$ cat config.mk
export PLATFORM = sky130hd
export DESIGN_NAME = sw_job_sequencer
export DESIGN_NICKNAME = d
export VERILOG_FILES = /design/src/rtl/sw_seq_pkg.sv /design/src/rtl/sw_param_fifo.sv /design/src/rtl/sw_job_sequencer.sv
export VERILOG_INCLUDE_DIRS = /design/src /design/src/rtl
export SDC_FILE = /design/constraint.sdc
export NUM_CORES = 1
export LEC_CHECK = 0
export ABC_CLOCK_PERIOD_IN_PS = 3780
export BUFFER_PORTS_ARGS = -buffer_cell sky130_fd_sc_hd__buf_4
export CAP_MARGIN = 25
export CORE_MARGIN = 1
export CORE_UTILIZATION = 59
export DETAILED_ROUTE_END_ITERATION = 12
export PLACE_DENSITY_LB_ADDON = 0.25
export REMOVE_ABC_BUFFERS = 1
export SLEW_MARGIN = 20
export SYNTH_ARGS = -nofsm -noshare
export SYNTH_HDL_FRONTEND = slang
export SYNTH_SLANG_ARGS = --single-unit
$ cat constraint.sdc
create_clock -name clk -period 3.78 [get_ports clk]
set_clock_uncertainty 0.05 [all_clocks]
set_input_delay 0.756 -clock clk [delete_from_list [all_inputs] [get_ports clk]]
set_output_delay 0.756 -clock clk [all_outputs]
set_load 0.005 [all_outputs]
$ cat src/rtl/util.v
// ============================================================================
//  util.v
//  Shared width definitions for the alignment-engine sequencer.
//  Revision: 1.0
// ============================================================================
`default_nettype none

`ifndef V_E_F_Bit
`define V_E_F_Bit 16
`endif

`default_nettype wire

$ cat src/rtl/sw_seq_pkg.sv
// ============================================================================
//  sw_seq_pkg
//  FSM encoding, job-word field layout and timeout code for sw_job_sequencer.
//  Revision: 1.0
// ============================================================================
`include "util.v"
`default_nettype none

package sw_seq_pkg;

    typedef enum logic [2:0] {
        ST_IDLE      = 3'd0,
        ST_SET_T     = 3'd1,
        ST_WAIT_T    = 3'd2,
        ST_LOAD      = 3'd3,
        ST_START     = 3'd4,
        ST_WAIT_RES  = 3'd5,
        ST_WAIT_IDLE = 3'd6,
        ST_DONE      = 3'd7
    } seq_state_t;

    localparam int RES_W        = `V_E_F_Bit;
    localparam int JOB_W        = 16;
    localparam int FIELD_W      = 4;
    localparam int MATCH_LSB    = 12;
    localparam int MISMATCH_LSB = 8;
    localparam int ALPHA_LSB    = 4;
    localparam int BETA_LSB     = 0;

    // Score reported when the engine never answers
    localparam logic [RES_W-1:0] TIMEOUT_CODE = '1;

    // Extract one 4-bit scoring field from a job word
    function automatic logic [FIELD_W-1:0] job_field(input logic [JOB_W-1:0] job,
                                                     input int lsb);
        return job[lsb +: FIELD_W];
    endfunction

endpackage

`default_nettype wire

$ cat src/rtl/sw_param_fifo.sv
// ============================================================================
//  sw_param_fifo
//  Synchronous job FIFO with extra-bit pointers; full pushes and empty pops
//  are dropped. i_flush empties the queue and takes priority over push/pop.
//  Revision: 1.0
// ============================================================================
`default_nettype none

module sw_param_fifo
    import sw_seq_pkg::*;
#(
    parameter int DEPTH = 4,
    parameter int WIDTH = JOB_W
) (
    input  logic             clk,
    input  logic             rst,
    input  logic             i_push,
    input  logic [WIDTH-1:0] i_data,
    input  logic             i_pop,
    input  logic             i_flush,
    output logic [WIDTH-1:0] o_data,
    output logic             o_full,
    output logic             o_empty
);

    localparam int AW = $clog2(DEPTH);

    logic [AW:0]      wr_ptr_q, wr_ptr_d;
    logic [AW:0]      rd_ptr_q, rd_ptr_d;
    logic [WIDTH-1:0] mem_q [DEPTH];
    logic             w_do_push;
    logic             w_do_pop;

    assign o_empty   = (wr_ptr_q == rd_ptr_q);
    assign o_full    = (wr_ptr_q[AW] != rd_ptr_q[AW]) &&
                       (wr_ptr_q[AW-1:0] == rd_ptr_q[AW-1:0]);
    assign w_do_push = i_push && !o_full;
    assign w_do_pop  = i_pop && !o_empty;
    assign o_data    = mem_q[rd_ptr_q[AW-1:0]];

    // Pointer update: flush resets both, otherwise advance on accepted ops
    always_comb begin
        wr_ptr_d = wr_ptr_q;
        rd_ptr_d = rd_ptr_q;
        if (i_flush) begin
            wr_ptr_d = '0;
            rd_ptr_d = '0;
        end else begin
            if (w_do_push) wr_ptr_d = wr_ptr_q + 1'b1;
            if (w_do_pop)  rd_ptr_d = rd_ptr_q + 1'b1;
        end
    end

    // Pointer registers
    always_ff @(posedge clk) begin
        if (rst) begin
            wr_ptr_q <= '0;
            rd_ptr_q <= '0;
        end else begin
            wr_ptr_q <= wr_ptr_d;
            rd_ptr_q <= rd_ptr_d;
        end
    end

    // Storage; contents need no reset since pointers gate visibility
    always_ff @(posedge clk) begin
        if (w_do_push && !i_flush) begin
            mem_q[wr_ptr_q[AW-1:0]] <= i_data;
        end
    end

endmodule

`default_nettype wire

$ cat src/rtl/sw_job_sequencer.sv
// ============================================================================
//  sw_job_sequencer
//  Queues scoring-parameter jobs and runs them one at a time on an alignment
//  engine: set-target, load params, start, capture score, wait engine idle.
//  Optional watchdog: define SW_SEQ_WATCHDOG_EN to abort stuck waits after
//  WD_CYCLES cycles with an all-ones score.
//  Revision: 1.0
// ============================================================================
`default_nettype none

module sw_job_sequencer
    import sw_seq_pkg::*;
#(
    parameter int DEPTH     = 4,
    parameter int WD_CYCLES = 50000000
) (
    input  logic             clk,
    input  logic             rst,
    input  logic             i_job_valid,
    input  logic [15:0]      i_job_param,
    output logic             o_job_ready,
    input  logic             i_go,
    output logic             o_set_t,
    output logic             o_start_cal,
    output logic [3:0]       o_match,
    output logic [3:0]       o_mismatch,
    output logic [3:0]       o_minusAlpha,
    output logic [3:0]       o_minusBeta,
    input  logic             i_busy,
    input  logic             i_valid,
    input  logic [RES_W-1:0] i_result,
    output logic             o_res_valid,
    output logic [RES_W-1:0] o_res_data,
    output logic [3:0]       o_res_idx,
    output logic             o_busy,
    output logic             o_done
);

    seq_state_t       state_q, state_d;
    logic             skip_q, skip_d;
    logic [3:0]       idx_q, idx_d;
    logic [3:0]       match_q, match_d;
    logic [3:0]       mismatch_q, mismatch_d;
    logic [3:0]       alpha_q, alpha_d;
    logic [3:0]       beta_q, beta_d;
    logic             res_valid_q, res_valid_d;
    logic [RES_W-1:0] res_data_q, res_data_d;
    logic [3:0]       res_idx_q, res_idx_d;

    logic             w_fifo_pop;
    logic             w_fifo_full;
    logic             w_fifo_empty;
    logic [JOB_W-1:0] w_fifo_data;
    logic             w_wd_fire;

    sw_param_fifo #(
        .DEPTH (DEPTH),
        .WIDTH (JOB_W)
    ) u_fifo (
        .clk     (clk),
        .rst     (rst),
        .i_push  (i_job_valid),
        .i_data  (i_job_param),
        .i_pop   (w_fifo_pop),
        .i_flush (w_wd_fire),
        .o_data  (w_fifo_data),
        .o_full  (w_fifo_full),
        .o_empty (w_fifo_empty)
    );

`ifdef SW_SEQ_WATCHDOG_EN
    localparam int WD_W = $clog2(WD_CYCLES + 1);

    logic [WD_W-1:0] wd_cnt_q, wd_cnt_d;
    logic            w_in_wait;

    assign w_in_wait = (state_q == ST_WAIT_T) || (state_q == ST_WAIT_RES) ||
                       (state_q == ST_WAIT_IDLE);
    assign w_wd_fire = w_in_wait && (wd_cnt_q == WD_W'(WD_CYCLES - 1));

    // Count cycles spent in the current wait state; restart on any transition
    always_comb begin
        wd_cnt_d = '0;
        if (w_in_wait && (state_d == state_q)) begin
            wd_cnt_d = wd_cnt_q + 1'b1;
        end
    end

    // Watchdog counter register
    always_ff @(posedge clk) begin
        if (rst) wd_cnt_q <= '0;
        else     wd_cnt_q <= wd_cnt_d;
    end
`else
    logic w_unused_wd;

    assign w_wd_fire   = 1'b0;
    assign w_unused_wd = (WD_CYCLES == 0) ^ (&TIMEOUT_CODE);
`endif

    assign o_job_ready  = !w_fifo_full;
    assign o_set_t      = (state_q == ST_SET_T);
    assign o_start_cal  = (state_q == ST_START);
    assign o_done       = (state_q == ST_DONE);
    assign o_busy       = (state_q != ST_IDLE);
    assign o_match      = match_q;
    assign o_mismatch   = mismatch_q;
    assign o_minusAlpha = alpha_q;
    assign o_minusBeta  = beta_q;
    assign o_res_valid  = res_valid_q;
    assign o_res_data   = res_data_q;
    assign o_res_idx    = res_idx_q;

    // Next-state, FIFO pop, parameter load and result capture
    always_comb begin
        state_d     = state_q;
        skip_d      = 1'b0;
        idx_d       = idx_q;
        match_d     = match_q;
        mismatch_d  = mismatch_q;
        alpha_d     = alpha_q;
        beta_d      = beta_q;
        res_valid_d = 1'b0;
        res_data_d  = res_data_q;
        res_idx_d   = res_idx_q;
        w_fifo_pop  = 1'b0;

        case (state_q)
            ST_IDLE: begin
                if (i_go) state_d = ST_SET_T;
            end
            ST_SET_T: begin
                state_d = ST_WAIT_T;
                skip_d  = 1'b1;
            end
            ST_WAIT_T: begin
                // The engine needs a cycle to raise busy after set_t
                if (!skip_q && !i_busy) begin
                    state_d = w_fifo_empty ? ST_DONE : ST_LOAD;
                end
            end
            ST_LOAD: begin
                w_fifo_pop = 1'b1;
                match_d    = job_field(w_fifo_data, MATCH_LSB);
                mismatch_d = job_field(w_fifo_data, MISMATCH_LSB);
                alpha_d    = job_field(w_fifo_data, ALPHA_LSB);
                beta_d     = job_field(w_fifo_data, BETA_LSB);
                state_d    = ST_START;
            end
            ST_START: begin
                state_d = ST_WAIT_RES;
            end
            ST_WAIT_RES: begin
                if (i_valid) begin
                    res_valid_d = 1'b1;
                    res_data_d  = i_result;
                    res_idx_d   = idx_q;
                    state_d     = ST_WAIT_IDLE;
                    skip_d      = 1'b1;
                end
            end
            ST_WAIT_IDLE: begin
                // Later i_valid pulses are ignored here; only busy matters
                if (!skip_q && !i_busy) begin
                    idx_d   = idx_q + 1'b1;
                    state_d = w_fifo_empty ? ST_DONE : ST_LOAD;
                end
            end
            ST_DONE: begin
                idx_d   = '0;
                state_d = ST_IDLE;
            end
            default: begin
                state_d = ST_IDLE;
            end
        endcase

        if (w_wd_fire) begin
            res_valid_d = 1'b1;
            res_data_d  = TIMEOUT_CODE;
            res_idx_d   = idx_q;
            state_d     = ST_DONE;
        end
    end

    // State and output registers
    always_ff @(posedge clk) begin
        if (rst) begin
            state_q     <= ST_IDLE;
            skip_q      <= 1'b0;
            idx_q       <= '0;
            match_q     <= '0;
            mismatch_q  <= '0;
            alpha_q     <= '0;
            beta_q      <= '0;
            res_valid_q <= 1'b0;
            res_data_q  <= '0;
            res_idx_q   <= '0;
        end else begin
            state_q     <= state_d;
            skip_q      <= skip_d;
            idx_q       <= idx_d;
            match_q     <= match_d;
            mismatch_q  <= mismatch_d;
            alpha_q     <= alpha_d;
            beta_q      <= beta_d;
            res_valid_q <= res_valid_d;
            res_data_q  <= res_data_d;
            res_idx_q   <= res_idx_d;
        end
    end

endmodule

`default_nettype wire

==> metrics <==
die area slightly below 8000 µm²; CP peak stage delay between 0.3 and 0.4 ns; Routed WL about 8800 µm; Sw Pwr about 0.65 mW; CTS H-tree lvls 4; clk slew on worst S/H paths 0.05 ns; first-pass GRT wire length between 10,000 and 15,000 µm; post-CTS setup repair buffer count 0; I/O pin count 80; crit path cell chain buf_4, xor2_4, nor2_2, nand2_1, buf_4; WHS Path Cells 2; Setup crit end kind output port; maximum VDD drop a little under 0.4 mV; asr flop ratio synth 0%; fill cell count about 380; Vias/cell around 5.6; Leakage around 2.1 nW; kind of critical path flip-flop to output port; Core ar. between 6000 and 7000 µm²; antenna diode count 0; max_slew headroom between 40% and 50%; setup violators final 0; layout cells sized above 1 between 30% and 40%; RSZ-0062 raised after global routing no; number of flops mapped to enable cells by yosys between 60 and 70; total clock sinks 115; Seq cells post-synth between 100 and 150; Sequential Power Share around 44%; Int Power around 2.5 mW; area leader, netlist edfxtp_1; CP delay by family, top buffers and inverters; port bufs between 70 and 80; crit path DAT ~1.7 ns; dpl cell area around 5000 µm²; Syn Inst Count a little over 300; critical path depth 5; clock buffer depth 2; Slew Viols, Final 0; Reg2Reg Depth 5; initial antenna violation count 0; r2r setup slk between 1 and 1.5 ns; root buffer cell clkbuf_8; cell with the most instances after synthesis edfxtp_1; Area Growth Syn to Fin 28.7%; sw frac 20.5%; period utilization between 60% and 70%; kind of start point of the critical path flip-flop; Post-DP HPWL slightly above 5000 µm; drt pass-1 iters 5; post-synthesis cell area roughly 4400 µm²; Synth cell types 40; Mapped Avg Cell Area 14.4 µm²; Yosys top cell area share between 40 and 50%; routed len/inst 17.9 µm; CP max-delay cell buf_4; hold buffer count at CTS 0; Yosys Warn Count 0; Slew @ Worst Pin ~0.87 ns; placed insts roughly 460; Setup WS post-layout 1.23 ns; setup_tns 0 ns; WP buf/inv 2; top post-synthesis cells by count edfxtp_1 (64), dfxtp_1 (51), nand2_1 (46); Max Cap Viol 0; multi-input logic area around 1300 µm²; Clk network pwr share 49.7%; Rows 30; Min-Delay Path Class flip-flop to flip-flop; latest clock arrival within the worst-skew pair between 0.4 and 0.5 ns; vias in the first global route roughly 2,700; Top FF cell, synth edfxtp_1; Die Y around 88 µm; Starting Density 62.5%; CTS tree built; Die Span X 88.0 µm; Antenna Nets Post-Route 0; Min Clock Period, post-route between 2 and 3 ns; pwr/cell area between 500 and 600 nW/µm²; Layout Nets 430; final instance area around 5600 µm²; final hold violation count 0; Comb power frac under 10%; drt drc 0; WP data required 2.97 ns; crit-path most repeated cell buf_4; GP Congestion 0.790; outcome finished, final reports clean; remaining global-route overflow 0; synth top area cells edfxtp_1 (44%), dfxtp_1 (23%), mux4_2 (8.3%), nand2_1 (4.0%), a22o_1 (3.2%); post-route insts no fill roughly 500; post-cts sizing count 0; DRT iter0 DRCs 130; total vias in the final route between 2,000 and 3,000; area taken by flip-flops and latches between 2000 and 3000 µm²; GRT Util Overall 24.4%; register area share after synthesis 67.4%; crit path max fanout 19; TritonCTS Buffers 17; Place WS 1.34 ns; f_max 0.392 GHz; largest net degree at the start of global routing 36
==> metal layers <==
metal  GRT usage, %  wire, µm
met1           30.4      3650
met2           40.9      4680
met3           6.50       383
met4           9.68       129
met5              0         0
==> worst paths after layout <==
kind / endpoint / startpoint
max reg2reg: u_fifo.mem_q[1][10] / u_fifo.rd_ptr_q[0]
min reg2reg: o_res_data[7] / o_res_data[7]
min: o_res_data[7] / o_res_data[7]
max: o_job_ready / u_fifo.rd_ptr_q[0]
==> power groups by stage <==
stage	registers, mW	clock network (mW)	logic, mW
2_1_floorplan	1.43	0	0.0974
3_3_place_gp	1.43	0	0.182
3_5_place_dp	1.43	0	0.190
4_1_cts	1.41	1.59	0.192
5_1_grt	1.42	1.66	0.210
6_report	1.41	1.58	0.191
==> worst register-to-register path, stage by stage (launching register included) <==
cell      delay [ns]
dfxtp_1         0.32
buf_4           0.36
xor2_4          0.26
nor2_2          0.08
a21boi_0        0.25
and2_1          0.74
==> cell usage in the layout, fill, tap and decap left out, types with 6 or more instances in the layout <==
master,n
ha_1,6
buf_4,81
a22o_1,16
clkbuf_16,20
nor2_1,10
dfxtp_1,51
nand3_1,6
a21oi_1,23
mux4_2,16
edfxtp_1,64
nand2_1,46
==> cell families after synthesis <==
family	synth area share (%)
AO/OA/AOI/OAI	8.20
AND/OR/NAND/NOR	8.83
XOR/XNOR	2.67
adder cells (fa/ha/maj)	1.72
multiplexers	8.71
flip-flops	67.4
buffers and inverters	2.46
==> cell type report <==
type	count	area share [%]
timing repair buffer	81	10.8
tap	96	2.14
clock inverter	6	1.07
multi-input combinational	167	23.5
clock buffer	26	9.84
sequential	115	52.4
inverter	4	0.267
==> through the flow <==
stage / power (mW) / util, % / hold WS (ns)
floorplan: 1.53 / - / 0.389
global placement: 1.61 / 71.6 / 0.392
detailed placement: 1.62 / 71.6 / 0.397
CTS: 3.20 / 80.4 / 0.388
global route: 3.28 / 80.5 / 0.390
finish: 3.19 / 80.5 / 0.405
==> registers in the layout, summed over array words and instances (netlist names) <==
signal	flops
skip_q	1
idx_q	4
state_q	3
o_res_valid	1
o_match	4
u_fifo.mem_q	64
o_minusAlpha	4
u_fifo.wr_ptr_q	3
u_fifo.rd_ptr_q	3
o_minusBeta	4
o_res_data	16
o_res_idx	4
o_mismatch	4
Note: power is estimated with default switching activity, not from simulation.
